===== config.mk =====
export PLATFORM = sky130hd
export DESIGN_NAME = cam_power_seq
export DESIGN_NICKNAME = d
export VERILOG_FILES = /design/src/rtl/cam_pwr_pkg.sv /design/src/rtl/cam_seq_timer.sv /design/src/rtl/cam_power_seq.sv
export SDC_FILE = /design/constraint.sdc
export NUM_CORES = 1
export LEC_CHECK = 0
export CELL_PAD_IN_SITES_DETAIL_PLACEMENT = 0
export CELL_PAD_IN_SITES_GLOBAL_PLACEMENT = 2
export CORE_MARGIN = 1
export CORE_UTILIZATION = 39
export DETAILED_ROUTE_END_ITERATION = 6
export HOLD_SLACK_MARGIN = 0.15
export PLACE_DENSITY_LB_ADDON = 0.05
export REMOVE_ABC_BUFFERS = 1
export SKIP_CTS_REPAIR_TIMING = 1
export SYNTH_ARGS = -nofsm -noshare
export SYNTH_HDL_FRONTEND = slang
export SYNTH_SLANG_ARGS = --single-unit

===== constraint.sdc =====
create_clock -name clk -period 6.7 [get_ports clk]
set_input_delay 1.34 -clock clk [delete_from_list [all_inputs] [get_ports clk]]
set_output_delay 1.34 -clock clk [all_outputs]
set_load 0.005 [all_outputs]

===== src/rtl/cam_pwr_pkg.sv =====
// Shared definitions for the camera power sequencer.
//   state_t   : FSM state encoding
//   out_t     : registered sensor-control output bundle (fault and busy kept separately)
//   OUT_OFF   : output values in OFF and reset (rails off, PWDN asserted, sensor in reset)
//   max4()    : elaboration helper used to size the shared down-counter
package cam_pwr_pkg;

    typedef enum logic [3:0] {
        ST_OFF       = 4'd0,
        ST_PU_DOVDD  = 4'd1,
        ST_PU_AVDD   = 4'd2,
        ST_PU_DVDD   = 4'd3,
        ST_PU_MCLK   = 4'd4,
        ST_PU_PWDN   = 4'd5,
        ST_PU_RST    = 4'd6,
        ST_READY     = 4'd7,
        ST_PD_ASSERT = 4'd8,
        ST_PD_MCLK   = 4'd9,
        ST_PD_DVDD   = 4'd10,
        ST_PD_AVDD   = 4'd11,
        ST_PD_DOVDD  = 4'd12,
        ST_FAULT     = 4'd13
    } state_t;

    typedef struct packed {
        logic dovdd;
        logic avdd;
        logic dvdd;
        logic mclk;
        logic pwdn;
        logic rst_n;
        logic ready;
    } out_t;

    // dovdd avdd dvdd mclk pwdn rst_n ready
    localparam out_t OUT_OFF = 7'b000_0100;

    function automatic int max4(input int a, input int b, input int c, input int d);
        int m;
        m = a;
        if (b > m) m = b;
        if (c > m) m = c;
        if (d > m) m = d;
        return m;
    endfunction

endpackage


===== src/rtl/cam_seq_timer.sv =====
// Loadable down-counter shared by all sequencer wait states.
//   clk, rst_n : clock, async active-low reset
//   load       : load value on the next edge (takes priority over counting)
//   value      : load value (state duration minus one)
//   done       : counter has reached zero
module cam_seq_timer #(
    parameter int W = 8
) (
    input  logic         clk,
    input  logic         rst_n,
    input  logic         load,
    input  logic [W-1:0] value,
    output logic         done
);

    logic [W-1:0] cnt_q;

    always_ff @(posedge clk or negedge rst_n) begin
        if (!rst_n) begin
            cnt_q <= '0;
        end else if (load) begin
            cnt_q <= value;
        end else if (cnt_q != '0) begin
            cnt_q <= cnt_q - W'(1);
        end
    end

    assign done = (cnt_q == '0);

endmodule


===== src/rtl/cam_power_seq.sv =====
// Camera-sensor power/clock sequencer.
// Brings up DOVDD -> AVDD -> DVDD -> MCLK -> PWDN release -> reset release -> ready with
// programmable gaps, and tears down in reverse order when en drops.
// Ports:
//   clk, rst_n                : clock, async active-low reset
//   en                        : 1 = power up, 0 = power down
//   pg_dovdd/pg_avdd/pg_dvdd  : rail power-good inputs (only with CAM_PGOOD_CHECK_EN)
//   dovdd_en/avdd_en/dvdd_en  : rail enables
//   mclk_en                   : MCLK gate
//   cam_pwdn, cam_rst_n       : sensor power-down / reset pins
//   ready, busy, fault        : status
// Optional feature macro: CAM_PGOOD_CHECK_EN (power-good supervision and FAULT state).
//
// state        | meaning
// OFF          | everything off, waiting for en=1
// PU_DOVDD     | I/O rail on, wait T_STEP
// PU_AVDD      | analog rail on, wait T_STEP
// PU_DVDD      | core rail on, wait T_STEP
// PU_MCLK      | MCLK running, wait T_MCLK
// PU_PWDN      | PWDN released, wait T_RST
// PU_RST       | reset released, wait T_SETTLE
// READY        | sensor usable
// PD_ASSERT    | PWDN/reset asserted, ready dropped (1 cycle)
// PD_MCLK      | MCLK stopped (T_STEP if it was running, else 1 cycle)
// PD_DVDD      | core rail off (same rule)
// PD_AVDD      | analog rail off (same rule)
// PD_DOVDD     | I/O rail off (same rule)
// FAULT        | power-good lost, outputs off, wait for en=0
module cam_power_seq
    import cam_pwr_pkg::*;
#(
    parameter int T_STEP_CYC   = 50_000,
    parameter int T_MCLK_CYC   = 50_000,
    parameter int T_RST_CYC    = 50_000,
    parameter int T_SETTLE_CYC = 1_000_000
) (
    input  logic clk,
    input  logic rst_n,
    input  logic en,
`ifdef CAM_PGOOD_CHECK_EN
    input  logic pg_dovdd,
    input  logic pg_avdd,
    input  logic pg_dvdd,
`endif
    output logic dovdd_en,
    output logic avdd_en,
    output logic dvdd_en,
    output logic mclk_en,
    output logic cam_pwdn,
    output logic cam_rst_n,
    output logic ready,
    output logic busy,
    output logic fault
);

    localparam int T_MAX = max4(T_STEP_CYC, T_MCLK_CYC, T_RST_CYC, T_SETTLE_CYC);
    localparam int CW    = $clog2(T_MAX) + 1;

    localparam logic [CW-1:0] L_STEP   = CW'(T_STEP_CYC - 1);
    localparam logic [CW-1:0] L_MCLK   = CW'(T_MCLK_CYC - 1);
    localparam logic [CW-1:0] L_RST    = CW'(T_RST_CYC - 1);
    localparam logic [CW-1:0] L_SETTLE = CW'(T_SETTLE_CYC - 1);

    state_t          state_q, state_d;
    out_t            out_q;
    logic            busy_q;
    logic            tmr_load;
    logic [CW-1:0]   tmr_value;
    logic            tmr_done;
    logic            ok_dovdd, ok_avdd, ok_dvdd, pg_lost;

`ifdef CAM_PGOOD_CHECK_EN
    logic [2:0] pg_meta_q, pg_sync_q;
    logic       fault_q;

    always_ff @(posedge clk or negedge rst_n) begin
        if (!rst_n) begin
            pg_meta_q <= 3'b000;
            pg_sync_q <= 3'b000;
        end else begin
            pg_meta_q <= {pg_dovdd, pg_avdd, pg_dvdd};
            pg_sync_q <= pg_meta_q;
        end
    end

    assign ok_dovdd = pg_sync_q[2];
    assign ok_avdd  = pg_sync_q[1];
    assign ok_dvdd  = pg_sync_q[0];
    assign pg_lost  = ~&pg_sync_q;

    always_ff @(posedge clk or negedge rst_n) begin
        if (!rst_n) fault_q <= 1'b0;
        else        fault_q <= (state_q == ST_FAULT);
    end

    assign fault = fault_q;
`else
    assign ok_dovdd = 1'b1;
    assign ok_avdd  = 1'b1;
    assign ok_dvdd  = 1'b1;
    assign pg_lost  = 1'b0;
    assign fault    = 1'b0;
`endif

    cam_seq_timer #(.W(CW)) u_timer (
        .clk   (clk),
        .rst_n (rst_n),
        .load  (tmr_load),
        .value (tmr_value),
        .done  (tmr_done)
    );

    always_ff @(posedge clk or negedge rst_n) begin
        if (!rst_n) state_q <= ST_OFF;
        else        state_q <= state_d;
    end

    always_comb begin
        state_d = state_q;
        case (state_q)
            ST_OFF:       if (en) state_d = ST_PU_DOVDD;
            ST_PU_DOVDD:  if (!en) state_d = ST_PD_ASSERT;
                          else if (tmr_done) state_d = ok_dovdd ? ST_PU_AVDD : ST_FAULT;
            ST_PU_AVDD:   if (!en) state_d = ST_PD_ASSERT;
                          else if (tmr_done) state_d = ok_avdd ? ST_PU_DVDD : ST_FAULT;
            ST_PU_DVDD:   if (!en) state_d = ST_PD_ASSERT;
                          else if (tmr_done) state_d = ok_dvdd ? ST_PU_MCLK : ST_FAULT;
            ST_PU_MCLK:   if (pg_lost) state_d = ST_FAULT;
                          else if (!en) state_d = ST_PD_ASSERT;
                          else if (tmr_done) state_d = ST_PU_PWDN;
            ST_PU_PWDN:   if (pg_lost) state_d = ST_FAULT;
                          else if (!en) state_d = ST_PD_ASSERT;
                          else if (tmr_done) state_d = ST_PU_RST;
            ST_PU_RST:    if (pg_lost) state_d = ST_FAULT;
                          else if (!en) state_d = ST_PD_ASSERT;
                          else if (tmr_done) state_d = ST_READY;
            ST_READY:     if (pg_lost) state_d = ST_FAULT;
                          else if (!en) state_d = ST_PD_ASSERT;
            ST_PD_ASSERT: state_d = ST_PD_MCLK;
            ST_PD_MCLK:   if (tmr_done) state_d = ST_PD_DVDD;
            ST_PD_DVDD:   if (tmr_done) state_d = ST_PD_AVDD;
            ST_PD_AVDD:   if (tmr_done) state_d = ST_PD_DOVDD;
            ST_PD_DOVDD:  if (tmr_done) state_d = ST_OFF;
            ST_FAULT:     if (!en) state_d = ST_OFF;
            default:      state_d = ST_OFF;
        endcase

        // Duration is fixed on entry. Power-down steps look at the registered output,
        // which the previous state never touches, so it reflects the signal on entry.
        tmr_load  = (state_d != state_q);
        tmr_value = '0;
        case (state_d)
            ST_PU_DOVDD, ST_PU_AVDD, ST_PU_DVDD: tmr_value = L_STEP;
            ST_PU_MCLK:  tmr_value = L_MCLK;
            ST_PU_PWDN:  tmr_value = L_RST;
            ST_PU_RST:   tmr_value = L_SETTLE;
            ST_PD_MCLK:  tmr_value = out_q.mclk  ? L_STEP : '0;
            ST_PD_DVDD:  tmr_value = out_q.dvdd  ? L_STEP : '0;
            ST_PD_AVDD:  tmr_value = out_q.avdd  ? L_STEP : '0;
            ST_PD_DOVDD: tmr_value = out_q.dovdd ? L_STEP : '0;
            default:     tmr_value = '0;
        endcase
    end

    // Outputs are registered from the current state; each step only touches its own bit.
    always_ff @(posedge clk or negedge rst_n) begin
        if (!rst_n) begin
            out_q  <= OUT_OFF;
            busy_q <= 1'b0;
        end else begin
            busy_q <= !(state_q inside {ST_OFF, ST_READY, ST_FAULT});
            case (state_q)
                ST_OFF, ST_FAULT: out_q <= OUT_OFF;
                ST_PU_DOVDD:  out_q.dovdd <= 1'b1;
                ST_PU_AVDD:   out_q.avdd  <= 1'b1;
                ST_PU_DVDD:   out_q.dvdd  <= 1'b1;
                ST_PU_MCLK:   out_q.mclk  <= 1'b1;
                ST_PU_PWDN:   out_q.pwdn  <= 1'b0;
                ST_PU_RST:    out_q.rst_n <= 1'b1;
                ST_READY:     out_q.ready <= 1'b1;
                ST_PD_ASSERT: begin
                    out_q.pwdn  <= 1'b1;
                    out_q.rst_n <= 1'b0;
                    out_q.ready <= 1'b0;
                end
                ST_PD_MCLK:   out_q.mclk  <= 1'b0;
                ST_PD_DVDD:   out_q.dvdd  <= 1'b0;
                ST_PD_AVDD:   out_q.avdd  <= 1'b0;
                ST_PD_DOVDD:  out_q.dovdd <= 1'b0;
                default:      out_q <= OUT_OFF;
            endcase
        end
    end

    assign dovdd_en  = out_q.dovdd;
    assign avdd_en   = out_q.avdd;
    assign dvdd_en   = out_q.dvdd;
    assign mclk_en   = out_q.mclk;
    assign cam_pwdn  = out_q.pwdn;
    assign cam_rst_n = out_q.rst_n;
    assign ready     = out_q.ready;
    assign busy      = busy_q;

endmodule


==> results of run 1 <==
-- worst max-delay path by stage --
stage / end / slack (ns) / cells past startpoint
2_1_floorplan: u_timer.cnt_q[14]$_DFFE_PN0P_ / 3.97 / 7
3_3_place_gp: u_timer.cnt_q[2]$_DFFE_PN0P_ / 3.00 / 8
3_5_place_dp: u_timer.cnt_q[3]$_DFFE_PN0P_ / 2.93 / 8
4_1_cts: u_timer.cnt_q[3]$_DFFE_PN0P_ / 3.24 / 8
5_1_grt: u_timer.cnt_q[2]$_DFFE_PN0P_ / 2.97 / 8
6_report: u_timer.cnt_q[3]$_DFFE_PN0P_ / 3.22 / 8
-- cells by family (layout without fill, tap and decap cells) --
kind of cell             count (synthesis)  in the layout  share of synthesized area, %
adder cells (fa/ha/maj)                  1              1                         0.577
AO/OA/AOI/OAI                           76             76                          23.9
other                                    1              1                         0.173
multiplexers                             2              2                         0.981
buffers and inverters                   22             26                          4.33
AND/OR/NAND/NOR                        107            107                          25.0
flip-flops                              33             33                          38.1
XOR/XNOR                                17             17                          6.87
-- worst min-delay path, cell delays in order (launching register included) --
cell and delay, ns:
dfrtp_1 0.34, o21ai_0 0.08, o31ai_1 0.06
-- registers in the layout, summed over array words and instances (netlist names) --
name,flops
u_timer.cnt_q,21
dovdd_en,1
avdd_en,1
ready,1
cam_rst_n,1
mclk_en,1
dvdd_en,1
state_q,4
cam_pwdn,1
busy,1
-- per-stage QoR --
stage / utilization (%) / hold slack (ns) / cell area, um^2 / total power [W]
6_report: 45.5 / 0.513 / 2380 / 0.000699
5_1_grt: 45.5 / 0.572 / 2380 / 0.000757
4_1_cts: 45.5 / 0.529 / 2380 / 0.000704
3_5_place_dp: 43.9 / 0.513 / 2300 / 0.000550
3_3_place_gp: 43.9 / 0.500 / 2300 / 0.000553
2_1_floorplan: - / 0.497 / 2100 / 0.000479
-- synth_stat cells (6+ instances only) --
library cell / number
a21oi_1: 24
a22oi_1: 7
clkbuf_1: 13
dfrtp_1: 32
inv_1: 6
nand2_1: 31
nand3_1: 10
nand4_1: 6
nor2_1: 25
nor3_1: 7
o21ai_0: 8
xor2_1: 12
-- area by class of cell --
cell class | count | area, um^2 | share of cell area [%]
clock buffers | 6 | 72.6 | 3.05
clock inverters | 2 | 10.0 | 0.420
inverters | 6 | 22.5 | 0.945
multi-input cells | 204 | 1250 | 52.4
flip-flops and latches | 33 | 827 | 34.7
well taps | 70 | 87.6 | 3.68
repair buffers | 12 | 115 | 4.83
-- power groups by stage --
| stage | logic [W] | registers, W | clock network (W) |
|---|---|---|---|
| global route | 0.000258 | 0.000336 | 0.000163 |
| finish | 0.000226 | 0.000324 | 0.000149 |
| global placement | 0.000225 | 0.000328 | 0 |
| floorplan | 0.000167 | 0.000311 | 0 |
| detailed placement | 0.000223 | 0.000326 | 0 |
| CTS | 0.000225 | 0.000323 | 0.000156 |
-- routing by layer --
layer	global-route usage (%)	vias to the layer above	wire, um
met4	9.04	0	144
met3	4.07	15	285
met2	31.4	61	2440
met1	32.6	935	2900
met5	0	-	0
li1	-	961	-
==> run summary, run 1 <==
row count: 26
Starting Density: 41.4%
largest net degree at the start of global routing: 34
Routed WL per cell: 17.3 um
Worst Path Max Fanout: 11
initial antenna violation count: 0
most common cell after layout, fill and taps aside: dfrtp_1
RR Endpoint: u_timer.cnt_q[3]$_DFFE_PN0P_
clock transition at the registers of the reported paths: 0.07 ns
cell area after synthesis: 2170 um^2
EDFF count, synth: 0
Skew-Pair Late Insertion Delay: 0.29 ns
Routability Congestion: 0.853
synth-to-layout area growth: 9.87%
switching part of the total: 38.0%
Fmax: 288 MHz
GRT overflow: 0
filler cell count: 497
DP HPWL: 3950 um
unrepaired setup endpoints after global routing: no
Starting DRT DRC Count: 148
register area share after synthesis: 38.1%
Worst Tran Pin Value: 0.780 ns
Bufs and invs on worst path: 1
Yosys top cell by area: dfrtp_1
worst min path class: register to register
placed instance count: 325
ant diodes: 0
ys flop type: dfrtp_1
ANT nets after route: 0
register-to-register setup slack: 3.64 ns
worst-path cell chain: clkdlybuf4s50_1, nor2_1, nor2_1, o21ai_0, mux2i_1, mux2_2, a21oi_2, o211ai_1
sequential power share: 46.4%
Mapped Cells: 259
worst hold stages: 2
RR Startpoint: u_timer.cnt_q[11]$_DFFE_PN0P_
count of cell types in the netlist: 54
Sw Pwr: 0.000266 W
Setup crit start kind: primary input
Worst Path Arrival: 3.64 ns
GRT Overall Usage: 22.1%
H-Tree Depth: 2
most frequent cells in the layout: dfrtp_1, nand2_1, nor2_1, a21oi_1, xor2_1
CP Class: primary input to register
Die Ht: 76.6 um
fin crit period: 3.48 ns
relative slew slack: 48.0%
clk buf depth: 2
asr flop ratio synth: 100%
DR vias: 1,972
dpl ws: 2.93 ns
status: finished clean
Cell Count, Final, Fillers Out: 333
clk sink count: 33
Port Buffers: 10
origin of the worst min-delay path: cam_rst_n$_DFFE_PN0N_
cts bufs inserted: 5
CP required: 6.86 ns
Setup WS post-layout: 3.22 ns
Final Max Tran Viols: 0
die width: 76.6 um
Peak VDD IR: 95.2 uV
# nets final: 266
share of layout cells above drive strength 1: 7.22%
Max-Cap Viols: 0
Clk pwr share: 21.3%
core area: 5240 um^2
Synth area leaders: dfrtp_1, a21oi_1, nand2_1
combinational fraction of design power: 32.3%
Pwr per Cell Area: 293 nW/um^2
CTS tree: yes
final hold vios: 0
peak per-stage delay on the critical path: 0.66 ns
first-pass iteration count of the detailed router: 5
Final Cycle Share: 51.9%
hold path endpoint: cam_rst_n$_DFFE_PN0N_
first-pass GRT wire length: 10,100 um
Final Skew: 0.00566 ns
DIE AREA: 5860 um^2
CP Capture Type: register
Internal: 0.000433 W
final setup fails: 0
Crit-path slowest cell: clkdlybuf4s50_1
CTS root buf: clkbuf_8
static leakage: 0.967 nW
FF+latch count, synth: 33
routed vias/inst: 5.92
DRC Markers: 0
CP top delay family: buffers and inverters
YS warnings: 0
CP dominant cell by count: nor2_1
vias in the first global route: 1,949
setup_tns: 0 ns
r2r worst-path depth: 7
Worst Setup SP: en
share of the synthesized area in the top cell type: 36.9%
Syn Area/Cell: 8.37 um^2
# IOs: 12
routed wire length: 5770 um
Power figures use the tool's default switching activity.
==> inputs of run 2 (changes only) <==
- CORE_UTILIZATION: 39 -> 33
- clock period: 6.7 -> 3 ns (I/O delays scaled with it)
==> run 2 against run 1 <==
Effect of this change:
- setup slack got worse by 3.1 ns
- clock power rose to 3.0 times the previous value
- global-route usage fell by 2.2 points
==> run summary, run 2 (synthesis gave the netlist of run 1 again) <==
status: finished clean
row count: 29
Starting DRT DRC Count: 174
dpl ws: 0.145 ns
setup_tns: 0 ns
clk buf depth: 2
first-pass iteration count of the detailed router: 4
Pwr per Cell Area: 678 nW/um^2
DP HPWL: 4550 um
largest net degree at the start of global routing: 34
CP Class: register to register
combinational fraction of design power: 33.1%
vias in the first global route: 1,979
multi-input logic area: 1260 um^2
static leakage: 1.07 nW
first-pass GRT wire length: 10,900 um
unrepaired setup endpoints after global routing: no
CTS root buf: clkbuf_8
ant diodes: 0
final hold vios: 0
sequential power share: 41.2%
register area: 827 um^2
Peak VDD IR: 271 uV
core area: 6350 um^2
Internal: 0.00112 W
H-Tree Depth: 2
die width: 83.1 um
Final Max Tran Viols: 0
Port Buffers: 10
routed vias/inst: 5.75
Largest register FFs: 21
cts bufs inserted: 5
routed wire length: 6390 um
Fmax: 352 MHz
Routability Congestion: 0.795
ANT nets after route: 0
filler cell count: 653
Cell Count, Final, Fillers Out: 358
# IOs: 12
final setup fails: 0
clock transition at the registers of the reported paths: 0.08 ns
worst hold slack: 0.383 ns
Setup crit start kind: register
Die Ht: 83.1 um
DIE AREA: 6900 um^2
Setup WS post-layout: 0.158 ns
Top Registers: u_timer.cnt_q: 21 flops, state_q: 4 flops
clk sink count: 33
# nets final: 284
worst min path class: primary input to async pin
fin crit period: 2.84 ns
DRC Markers: 0
Top reg by flops: u_timer.cnt_q
Starting Density: 34.1%
total design power: 0.00174 W
DR vias: 2,059
synth-to-layout area growth: 18.5%
share of layout cells above drive strength 1: 14.9%
most frequent cells in the layout: dfrtp_1, nand2_1, nor2_1, a21oi_1, buf_4
initial antenna violation count: 0
Worst Tran Pin Value: 0.800 ns
CP required: 3.21 ns
switching part of the total: 35.7%
GRT overflow: 0
Routed WL per cell: 17.8 um
CTS tree: yes
most common cell after layout, fill and taps aside: dfrtp_1
Final Cycle Share: 94.7%
Clk pwr share: 25.7%
Skew-Pair Late Insertion Delay: 0.30 ns
placed instance count: 350
Final Skew: 0.0113 ns
Worst Path Arrival: 3.05 ns
Sw Pwr: 0.000621 W
register-to-register setup slack: 0.16 ns
Worst Path Max Fanout: 12
Max-Cap Viols: 0
relative slew slack: 46.7%
GRT Overall Usage: 19.8%
CP Capture Type: register
==> run 2: layout make-up <==
| class | count | area share [%] |
|---|---|---|
| Timing Repair Buffer | 30 | 9.55 |
| Clock inverter | 1 | 1.17 |
| Inverter | 6 | 0.877 |
| Tap cell | 77 | 3.75 |
| Multi-Input combinational cell | 204 | 49.1 |
| Sequential cell | 33 | 32.2 |
| Clock buffer | 7 | 3.36 |
==> run 2: power groups by stage <==
| stage | Sequential (W) | Combinational [W] | Clock, W |
|---|---|---|---|
| finish | 0.000718 | 0.000576 | 0.000447 |
| global route | 0.000736 | 0.000647 | 0.000485 |
| CTS | 0.000713 | 0.000565 | 0.000461 |
| detailed placement | 0.000720 | 0.000560 | 0 |
| global placement | 0.000718 | 0.000570 | 0 |
| floorplan | 0.000695 | 0.000374 | 0 |
==> run 2: routing by layer <==
layer / share of wire [%] / routed length [um] / GRT usage, % / vias to the layer above
met2: 44 / 2810 / 29.0 / 35
met4: 0.94 / 60 / 4.70 / 0
met5: 0 / 0 / 0 / -
met1: 52 / 3330 / 30.1 / 1019
li1: - / - / - / 999
met3: 2.9 / 185 / 3.58 / 6
==> run 2: final timing paths <==
kind,cells after the start,from,to
hold / removal,1,rst_n,cam_rst_n$_DFFE_PN0N_
hold reg to reg,2,cam_rst_n$_DFFE_PN0N_,cam_rst_n$_DFFE_PN0N_
min in group clk,2,cam_rst_n$_DFFE_PN0N_,cam_rst_n$_DFFE_PN0N_
setup / recovery,7,u_timer.cnt_q[16]$_DFFE_PN0P_,u_timer.cnt_q[5]$_DFFE_PN0P_
max in group asynchronous,1,rst_n,state_q[3]$_DFF_PN0_
setup reg to reg,7,u_timer.cnt_q[16]$_DFFE_PN0P_,u_timer.cnt_q[5]$_DFFE_PN0P_
==> run 2: critical path: stages (launching register included) <==
cell	delay, ns
dfrtp_1	0.42
or4_4	0.59
or4b_4	0.57
o2111a_1	0.29
o31ai_4	0.30
and2_4	0.31
nor2_1	0.13
a21oi_1	0.15
==> run 2: per-stage QoR <==
stage          area, um^2  util [%]
4_1_cts              2550      40.2
3_5_place_dp         2440      38.4
5_1_grt              2570      40.5
2_1_floorplan        2100         -
6_report             2570      40.5
3_3_place_gp         2440      38.4
